<file path="config.mk">
export PLATFORM = sky130hd
export DESIGN_NAME = pwm_multi_shadow_flat
export DESIGN_NICKNAME = d
export VERILOG_FILES = /design/src/rtl/pwm_multi_shadow_if.sv /design/src/rtl/pwm_multi_shadow.sv /design/src/flat_wrapper.sv
export SDC_FILE = /design/constraint.sdc
export NUM_CORES = 1
export LEC_CHECK = 0
export ABC_AREA = 1
export BUFFER_PORTS_ARGS = -buffer_cell sky130_fd_sc_hd__buf_4
export CORE_MARGIN = 1.5
export CORE_UTILIZATION = 55
export DETAILED_ROUTE_END_ITERATION = 12
export PLACE_DENSITY = 0.75
export REMOVE_ABC_BUFFERS = 1
export SYNTH_ARGS = -nofsm -noshare
export SYNTH_HDL_FRONTEND = slang
export SYNTH_SLANG_ARGS = --single-unit
export TNS_END_PERCENT = 5
</file>
<file path="constraint.sdc">
create_clock -name clk -period 2.7 [get_ports clk]
set_input_delay 0.27 -clock clk [delete_from_list [all_inputs] [get_ports clk]]
set_output_delay 0.27 -clock clk [all_outputs]
set_load 0.05 [all_outputs]
</file>
<file path="src/rtl/pwm_multi_shadow_if.sv">
// Control and output bundle for the multi-channel PWM block.
// Master drives period/duty requests; slave returns PWM pins and status.
interface pwm_multi_shadow_if #(
  parameter int WIDTH    = 16,
  parameter int CHANNELS = 4
);
  logic                      enable;
  logic                      load;
  logic [WIDTH-1:0]          period;
  logic [CHANNELS*WIDTH-1:0] duty;
  logic [CHANNELS-1:0]       pwm_out;
  logic                      period_start;
  logic                      update_pending;

  modport master (
    output enable, load, period, duty,
    input  pwm_out, period_start, update_pending
  );

  modport slave (
    input  enable, load, period, duty,
    output pwm_out, period_start, update_pending
  );
endinterface

</file>
<file path="src/rtl/pwm_multi_shadow.sv">
// Multi-channel PWM with shared period counter and double-buffered
// period/duty registers that take effect only at a period boundary.
module pwm_multi_shadow #(
  parameter int                  WIDTH    = 16,
  parameter int                  CHANNELS = 4,
  parameter logic [CHANNELS-1:0] INVERT   = '0
) (
  input logic             clk,
  input logic             rst,
  pwm_multi_shadow_if.slave bus_s
);

  logic [WIDTH-1:0]          r_cnt;
  logic [WIDTH-1:0]          r_sh_per;
  logic [CHANNELS*WIDTH-1:0] r_sh_duty;
  logic [WIDTH-1:0]          r_per_q;
  logic [CHANNELS*WIDTH-1:0] r_duty_q;
  logic [CHANNELS-1:0]       r_pwm;
  logic                      r_ps;
  logic                      r_pend;

  logic                      w_run;
  logic                      w_last;
  logic                      w_xfer;
  logic [WIDTH-1:0]          w_nxt_per;
  logic [CHANNELS*WIDTH-1:0] w_nxt_duty;
  logic [CHANNELS-1:0]       w_cmp;

  assign w_run  = bus_s.enable & (r_per_q != '0);
  assign w_last = w_run & (r_cnt == r_per_q - WIDTH'(1));
  // Idle tracks the shadow every cycle; running only transfers at the wrap
  assign w_xfer = ~w_run | w_last;

  assign w_nxt_per  = bus_s.load ? bus_s.period : r_sh_per;
  assign w_nxt_duty = bus_s.load ? bus_s.duty   : r_sh_duty;

  always_comb begin
    w_cmp = '0;
    for (int i = 0; i < CHANNELS; i++) begin
      w_cmp[i] = r_cnt < r_duty_q[i*WIDTH +: WIDTH];
    end
  end

  always_ff @(posedge clk) begin
    if (rst) begin
      r_cnt     <= '0;
      r_sh_per  <= '0;
      r_sh_duty <= '0;
      r_per_q   <= '0;
      r_duty_q  <= '0;
      r_pwm     <= INVERT;
      r_ps      <= 1'b0;
      r_pend    <= 1'b0;
    end else begin
      if (bus_s.load) begin
        r_sh_per  <= bus_s.period;
        r_sh_duty <= bus_s.duty;
      end

      if (w_xfer) begin
        r_per_q  <= w_nxt_per;
        r_duty_q <= w_nxt_duty;
        r_pend   <= 1'b0;
      end else if (bus_s.load) begin
        r_pend   <= 1'b1;
      end

      if (w_xfer) r_cnt <= '0;
      else        r_cnt <= r_cnt + WIDTH'(1);

      r_pwm <= (w_cmp & {CHANNELS{w_run}}) ^ INVERT;
      r_ps  <= w_run & (r_cnt == '0);
    end
  end

  assign bus_s.pwm_out        = r_pwm;
  assign bus_s.period_start   = r_ps;
  assign bus_s.update_pending = r_pend;

endmodule

</file>
<file path="src/flat_wrapper.sv">
// flat-port wrapper written by rule: the top's interface ports become plain ports
module pwm_multi_shadow_flat 
#(
  parameter int                  WIDTH    = 16,
  parameter int                  CHANNELS = 4,
  parameter logic [CHANNELS-1:0] INVERT   = '0
)
  (clk, rst, bus_s_enable, bus_s_load, bus_s_period, bus_s_duty, bus_s_pwm_out, bus_s_period_start, bus_s_update_pending);
  pwm_multi_shadow_if #(.WIDTH(WIDTH), .CHANNELS(CHANNELS)) bus_s_i ();
  input logic clk;
  input logic rst;
  input wire logic [$bits(bus_s_i.enable)-1:0] bus_s_enable;
  input wire logic [$bits(bus_s_i.load)-1:0] bus_s_load;
  input wire logic [$bits(bus_s_i.period)-1:0] bus_s_period;
  input wire logic [$bits(bus_s_i.duty)-1:0] bus_s_duty;
  output wire logic [$bits(bus_s_i.pwm_out)-1:0] bus_s_pwm_out;
  output wire logic [$bits(bus_s_i.period_start)-1:0] bus_s_period_start;
  output wire logic [$bits(bus_s_i.update_pending)-1:0] bus_s_update_pending;
  assign bus_s_i.enable = bus_s_enable;
  assign bus_s_i.load = bus_s_load;
  assign bus_s_i.period = bus_s_period;
  assign bus_s_i.duty = bus_s_duty;
  assign bus_s_pwm_out = bus_s_i.pwm_out;
  assign bus_s_period_start = bus_s_i.period_start;
  assign bus_s_update_pending = bus_s_i.update_pending;
  pwm_multi_shadow #(.WIDTH(WIDTH), .CHANNELS(CHANNELS), .INVERT(INVERT)) u_core (.clk(clk), .rst(rst), .bus_s(bus_s_i));
endmodule
</file>
# [After elaboration in Yosys (flattened, before gate mapping)]
# Index checks and enable logic that the tools add are counted.
[word_totals] register_bits=182 inputBits=84 output_inout_bits=6 wordCells=26
[op_classes] n_addsub=2 n_lt_le_gt_ge=4 eq_ne=1 mux=2 bitwise=6 reduce_logical=3
[ops] cell="16-bit less-than comparator" n=4
[ops] cell="64-bit 2-to-1 mux" n=1
[ops] cell="16-bit by 1-bit adder with 16-bit output, second input constant" n=1
[ops] cell="16-bit equality test" n=1
[ops] cell="16-bit zero test" n=1
[ops] cell="16-bit 2-to-1 mux" n=1
[ops] cell="16-bit nonzero test" n=1
[ops] cell="16-bit by 1-bit subtractor with 16-bit output, second input constant" n=1
[ops] cell="4-bit bitwise AND" n=1
[ops] cell="1-bit bitwise AND" n=3
[ops] cell="2-bit OR reduction" n=1
[ops] cell="1-bit inverter" n=1
[ops] cell="1-bit OR" n=1

# [Longest topological paths before layout]
[depth] ltp_word=5 mapped_depth=17 ltp_nobuf=15

# [Worst setup path before layout]
# No wires, ideal clock.
[synth_timing] path_kind="reg2reg" startpoint="reg u_core.r_per_q[0]" endpoint="reg u_core.r_duty_q[1]" setup_ps=116 arrival_time_ps=1855 required_time_ps=2584 setup_slack_ps=729 path_stages_with_launch=18 n_path_buf=2 period_less_slack_ps=1971 path_cell_list="dfxtp_1 inv_1 ha_1 inv_1 nand2_1 nand2_1 nor2_1 nand2_1 nor2_1 nand3_1 nor2_1 inv_1 nor2_1 nand2_1 nand3_2 buf_4 buf_6 a21oi_2"
[synth_between] elab_chain_cells=4 elab_cells_between_ends=7 classes_between="add/sub (1); eq/ne (1); bitwise (4); reduce/logical (1)"
[synth_rtl] item="start, declared" line_no="pwm_multi_shadow.sv:16" text="logic [WIDTH-1:0] r_per_q;"
[synth_rtl] item="start signal, assigned" line_no="pwm_multi_shadow.sv:61" text="r_per_q <= w_nxt_per;"
[synth_rtl] item="16-bit by 1-bit subtractor with 16-bit output / 16-bit nonzero test (equally long branches)" line_no="pwm_multi_shadow.sv:30, pwm_multi_shadow.sv:29"
[synth_rtl] item="16-bit equality test / 1-bit bitwise AND (equally long branches)" line_no="pwm_multi_shadow.sv:30, pwm_multi_shadow.sv:29"
[synth_rtl] item="1-bit bitwise AND / 1-bit inverter (equally long branches)" line_no="pwm_multi_shadow.sv:30, pwm_multi_shadow.sv:32"
[synth_rtl] item="1-bit OR (*)" line_no="pwm_multi_shadow.sv:32" text="assign w_xfer = ~w_run | w_last;"
[synth_rtl] item="end signal, assigned" line_no="pwm_multi_shadow.sv:62" text="r_duty_q <= w_nxt_duty;"
[synth_rtl] item="end, declared" line_no="pwm_multi_shadow.sv:17" text="logic [CHANNELS*WIDTH-1:0] r_duty_q;"
# Every way passes the cells marked *; elsewhere a longest branch is shown, timed or not.
# A chain may end at the register's enable or synchronous reset.

# [Worst setup path in the final report]
[layout_timing] startpoint="reg u_core.r_per_q[0]" endpoint="reg u_core.r_duty_q[35]"
# The elaborated chain is that of the path after synthesis.

==> flow_metrics.py <==
metrics = {
    "cts": {
        "cts_buffer_depth": 2,
        "clk-insertion-delay-late_ps": 430,
        "cts_tree": "done",
        "cts-root-buf": "clkbuf_16",
        "cts_made_buffers": 17,
        "ctsHtreeMaxLevel": 4,
        "cts.sinks": 182,
        "cts_resized": 0,
        "path_clk_slew_ps": 60,
        "postCtsHoldBufs": 0,
        "cts_setup_buffers": 0,
    },
    "synthesis": {
        "synth_top_area_share_pct": 41.80,
        "seq_area_frac_synth_pct": 41.80,
        "synth_cells": 1239,
        "ys.flop_type": "dfxtp_1",
        "synthMostInstantiatedCell": "nand2_1",
        "synth_warnings": 0,
        "ys_seq_elements": 182,
        "syn_avg_cell_area_sq_um": 7.035,
        "synth_edf_count": 0,
        "synthesis.area_sq_um": 8716,
        "synth_top_cell_by_area": "dfxtp_1",
        "synth_cell_types": 34,
        "yosys-top-cells-count": "nand2_1, inv_1, nor2_1",
        "netlist_top_cells_area": "dfxtp_1, nand2_1, ha_1",
        "synthArstFlopShare_pct": 0,
    },
    "route": {
        "drc": 0,
        "post_drt_wl_per_cell_um": 11.63,
        "dr_total_vias": 7462,
        "antenna_left": 0,
        "via_per_inst": 4.845,
        "drtIter0Drc": 376,
        "dr.pass1.iters": 5,
        "totalWireLength_um": 17920,
    },
    "power": {
        "irDropWorstVdd_v": 0.0004669,
        "p_seq_share_pct": 46.1,
        "p_switching_mw": 1.615,
        "pwr-share-comb_pct": 13.7,
        "power_density_nw_per_um2": 633.5,
        "clockPowerShare_pct": 40.2,
        "switching_share_pct": 25.03,
        "leakagePower_nw": 5.278,
        "internal-power_mw": 4.837,
    },
    "timing": {
        "tightest_slew_ps": 714.5,
        "finalCriticalPeriod_ps": 2384,
        "rsz0062_at_grt": "false",
        "setup_violations": 0,
        "slew_violations": 0,
        "finalCritPeriodShare_pct": 88.29,
        "finalHoldViolCount": 0,
        "setup_tns_ps": 0,
        "fmaxAchievable_ghz": 0.4195,
        "fin_worst_skew_ps": 7.240,
        "timing.slew.headroom_pct": 52.30,
    },
    "die": {
        "rows": 45,
        "die-height_um": 128.9,
        "die_area_sq_um": 16610,
        "start_util_pct": 56.91,
        "ioPinCount": 90,
        "die_x_um": 128.9,
        "coreArea_sq_um": 15310,
    },
    "hold_path": {
        "min_to": "u_core.r_sh_per[8]$_SDFF_PP0_",
        "hp-start": "bus_s_period[8]",
        "hold_depth": 3,
        "hp-class": "input pin to flop",
    },
    "critical_path": {
        "reg2regPathDepth": 14,
        "end_kind": "flop",
        "cp-start-kind": "flop",
        "required_ps": 3050,
        "crit_fanout": 31,
        "rr_startpoint": "u_core.r_per_q[0]$_SDFFE_PP0P_",
        "worst_r2r_endpoint": "u_core.r_duty_q[35]$_SDFFE_PP0P_",
        "ff2ff_setup_slack_ps": 320,
        "cp.arrival_ps": 2740,
        "path_class": "flop to flop",
    },
    "global_route": {
        "antenna_found_initial": 0,
        "grt-ovfl-total": 0,
        "grtUsageTotal_pct": 22.70,
        "grt_max_degree": 50,
        "grt_first_pass_wirelength_um": 30310,
        "grt_pass1_vias": 6884,
    },
    "layout": {
        "fill_cells": 1419,
        "utilization_pct": 66.50,
        "finalNetCount": 1463,
        "syn2layout_area_growth_pct": 16.84,
        "drive_gt1_share_pct": 11.59,
        "diodes": 0,
    },
    "placed_design": {
        "port_buffers": 89,
        "dp_hpwl_um": 12670,
        "place.gp.congestion": 0.9002,
    },
    "outcome": {
        "status": "finished clean",
    },
    "run": {
        "max_cap_violations": 0,
    },
}
layer usage:
metal,routed length (um),track usage (%)
met4,250,6.940
met1,8344,27.52
met2,8608,40.36
met3,712,4.823
met5,0,0
layout by cell type (no fill, tap or decap):
master,Yosys,routed
clkbuf_16,0,17
a221oi_1,1,1
dfxtp_1,182,182
a21oi_2,10,10
clkinv_4,0,1
nand3_4,0,1
inv_1,188,187
a21o_1,1,1
nor4_1,3,3
nand3_1,40,40
bufinv_16,0,4
xnor2_1,6,6
nand3b_1,1,1
nand4_1,4,4
a311oi_1,1,1
o21ai_1,2,2
nor2_2,6,6
o21ai_0,14,14
clkbuf_1,23,5
a21oi_1,107,107
clkinv_2,0,2
nand3_2,2,1
clkinv_1,1,2
a31oi_1,2,2
xor2_1,8,8
o211ai_1,1,1
nor2_4,1,1
nand2_2,1,1
and2_1,4,4
nor2_1,185,185
nand2_1,325,325
clkbuf_8,0,2
nor3_1,31,31
buf_4,3,101
buf_12,0,4
ha_1,63,63
clkinvlp_4,0,1
inv_2,1,1
o21bai_4,0,1
worst max-delay path, stage by stage, from the launching register on:
cell and delay (ps):
dfxtp_1 370, inv_1 110, ha_1 330, nand2_1 80
nand2_1 50, nor2_1 110, nand2_1 60, nor2_1 90
nand3_1 80, nor2_1 120, nand3_1 130, o21bai_4 170
buf_4 340, nor2_1 110, a21oi_1 150
registers in the layout (all words and copies together) (netlist names):
name and count:
u_core.r_sh_per 16, u_core.r_sh_duty 64, u_core.bus_s.pwm_out 4, u_core.bus_s.period_start 1, u_core.r_duty_q 64, u_core.r_cnt 16, u_core.r_per_q 16, u_core.bus_s.update_pending 1
power groups by stage:
stage                     clock network, mW  registers (mW)  logic, mW
final                                  2.59            2.97      0.887
after global routing                   2.75            2.99       1.02
after CTS                              2.64            2.97      0.894
after detailed placement                  0            3.03      0.882
after global placement                    0            3.03      0.856
after floorplan                           0            3.03      0.586
per-stage QoR:
stage / hold slack [ps] / worst slack (ps) / total power [mW] / instances / instance area (sq um)
6_report: 137.0 / 316.2 / 6.451 / 1540 / 10180
5_1_grt: 130.1 / 83.04 / 6.764 / 1540 / 10180
4_1_cts: 126.7 / 298.4 / 6.507 / 1540 / 10180
3_5_place_dp: 473.5 / 387.1 / 3.912 / 1508 / 9565
2_1_floorplan: 361.4 / -1752 / 3.611 / 1192 / 8444
3_3_place_gp: 467.6 / 478.0 / 3.882 / 1508 / 9565
worst max-delay path by stage:
stage                              startpoint                          endpoint  depth (start not counted)
2_1_floorplan  u_core.r_per_q[0]$_SDFFE_PP0P_   u_core.r_duty_q[0]$_SDFFE_PP0P_                         14
3_3_place_gp   u_core.r_per_q[0]$_SDFFE_PP0P_  u_core.r_duty_q[34]$_SDFFE_PP0P_                         15
3_5_place_dp   u_core.r_per_q[0]$_SDFFE_PP0P_  u_core.r_duty_q[27]$_SDFFE_PP0P_                         14
4_1_cts        u_core.r_per_q[0]$_SDFFE_PP0P_  u_core.r_duty_q[35]$_SDFFE_PP0P_                         14
5_1_grt        u_core.r_per_q[0]$_SDFFE_PP0P_  u_core.r_duty_q[38]$_SDFFE_PP0P_                         13
6_report       u_core.r_per_q[0]$_SDFFE_PP0P_  u_core.r_duty_q[35]$_SDFFE_PP0P_                         14
logic make-up after synthesis:
logic type      count (synthesis)  share of synthesized area, %
simple gates                  603                         27.78
buf+inv                       237                         11.30
flops                         182                         41.80
compound gates                140                         8.671
fa+ha+maj                      63                         9.044
xor+xnor                       14                         1.407
final cells by class:
class	count	area, sq um	area share, %
tap	211	264.0	2.592
multi-input combinational	820	4106	40.32
clock buffer	24	471.7	4.632
inverter	190	713.2	7.003
sequential	182	3643	35.78
timing repair buffer	105	838.3	8.232
clock inverter	8	146.4	1.438
No activity file was read; power rests on OpenSTA's default activity.
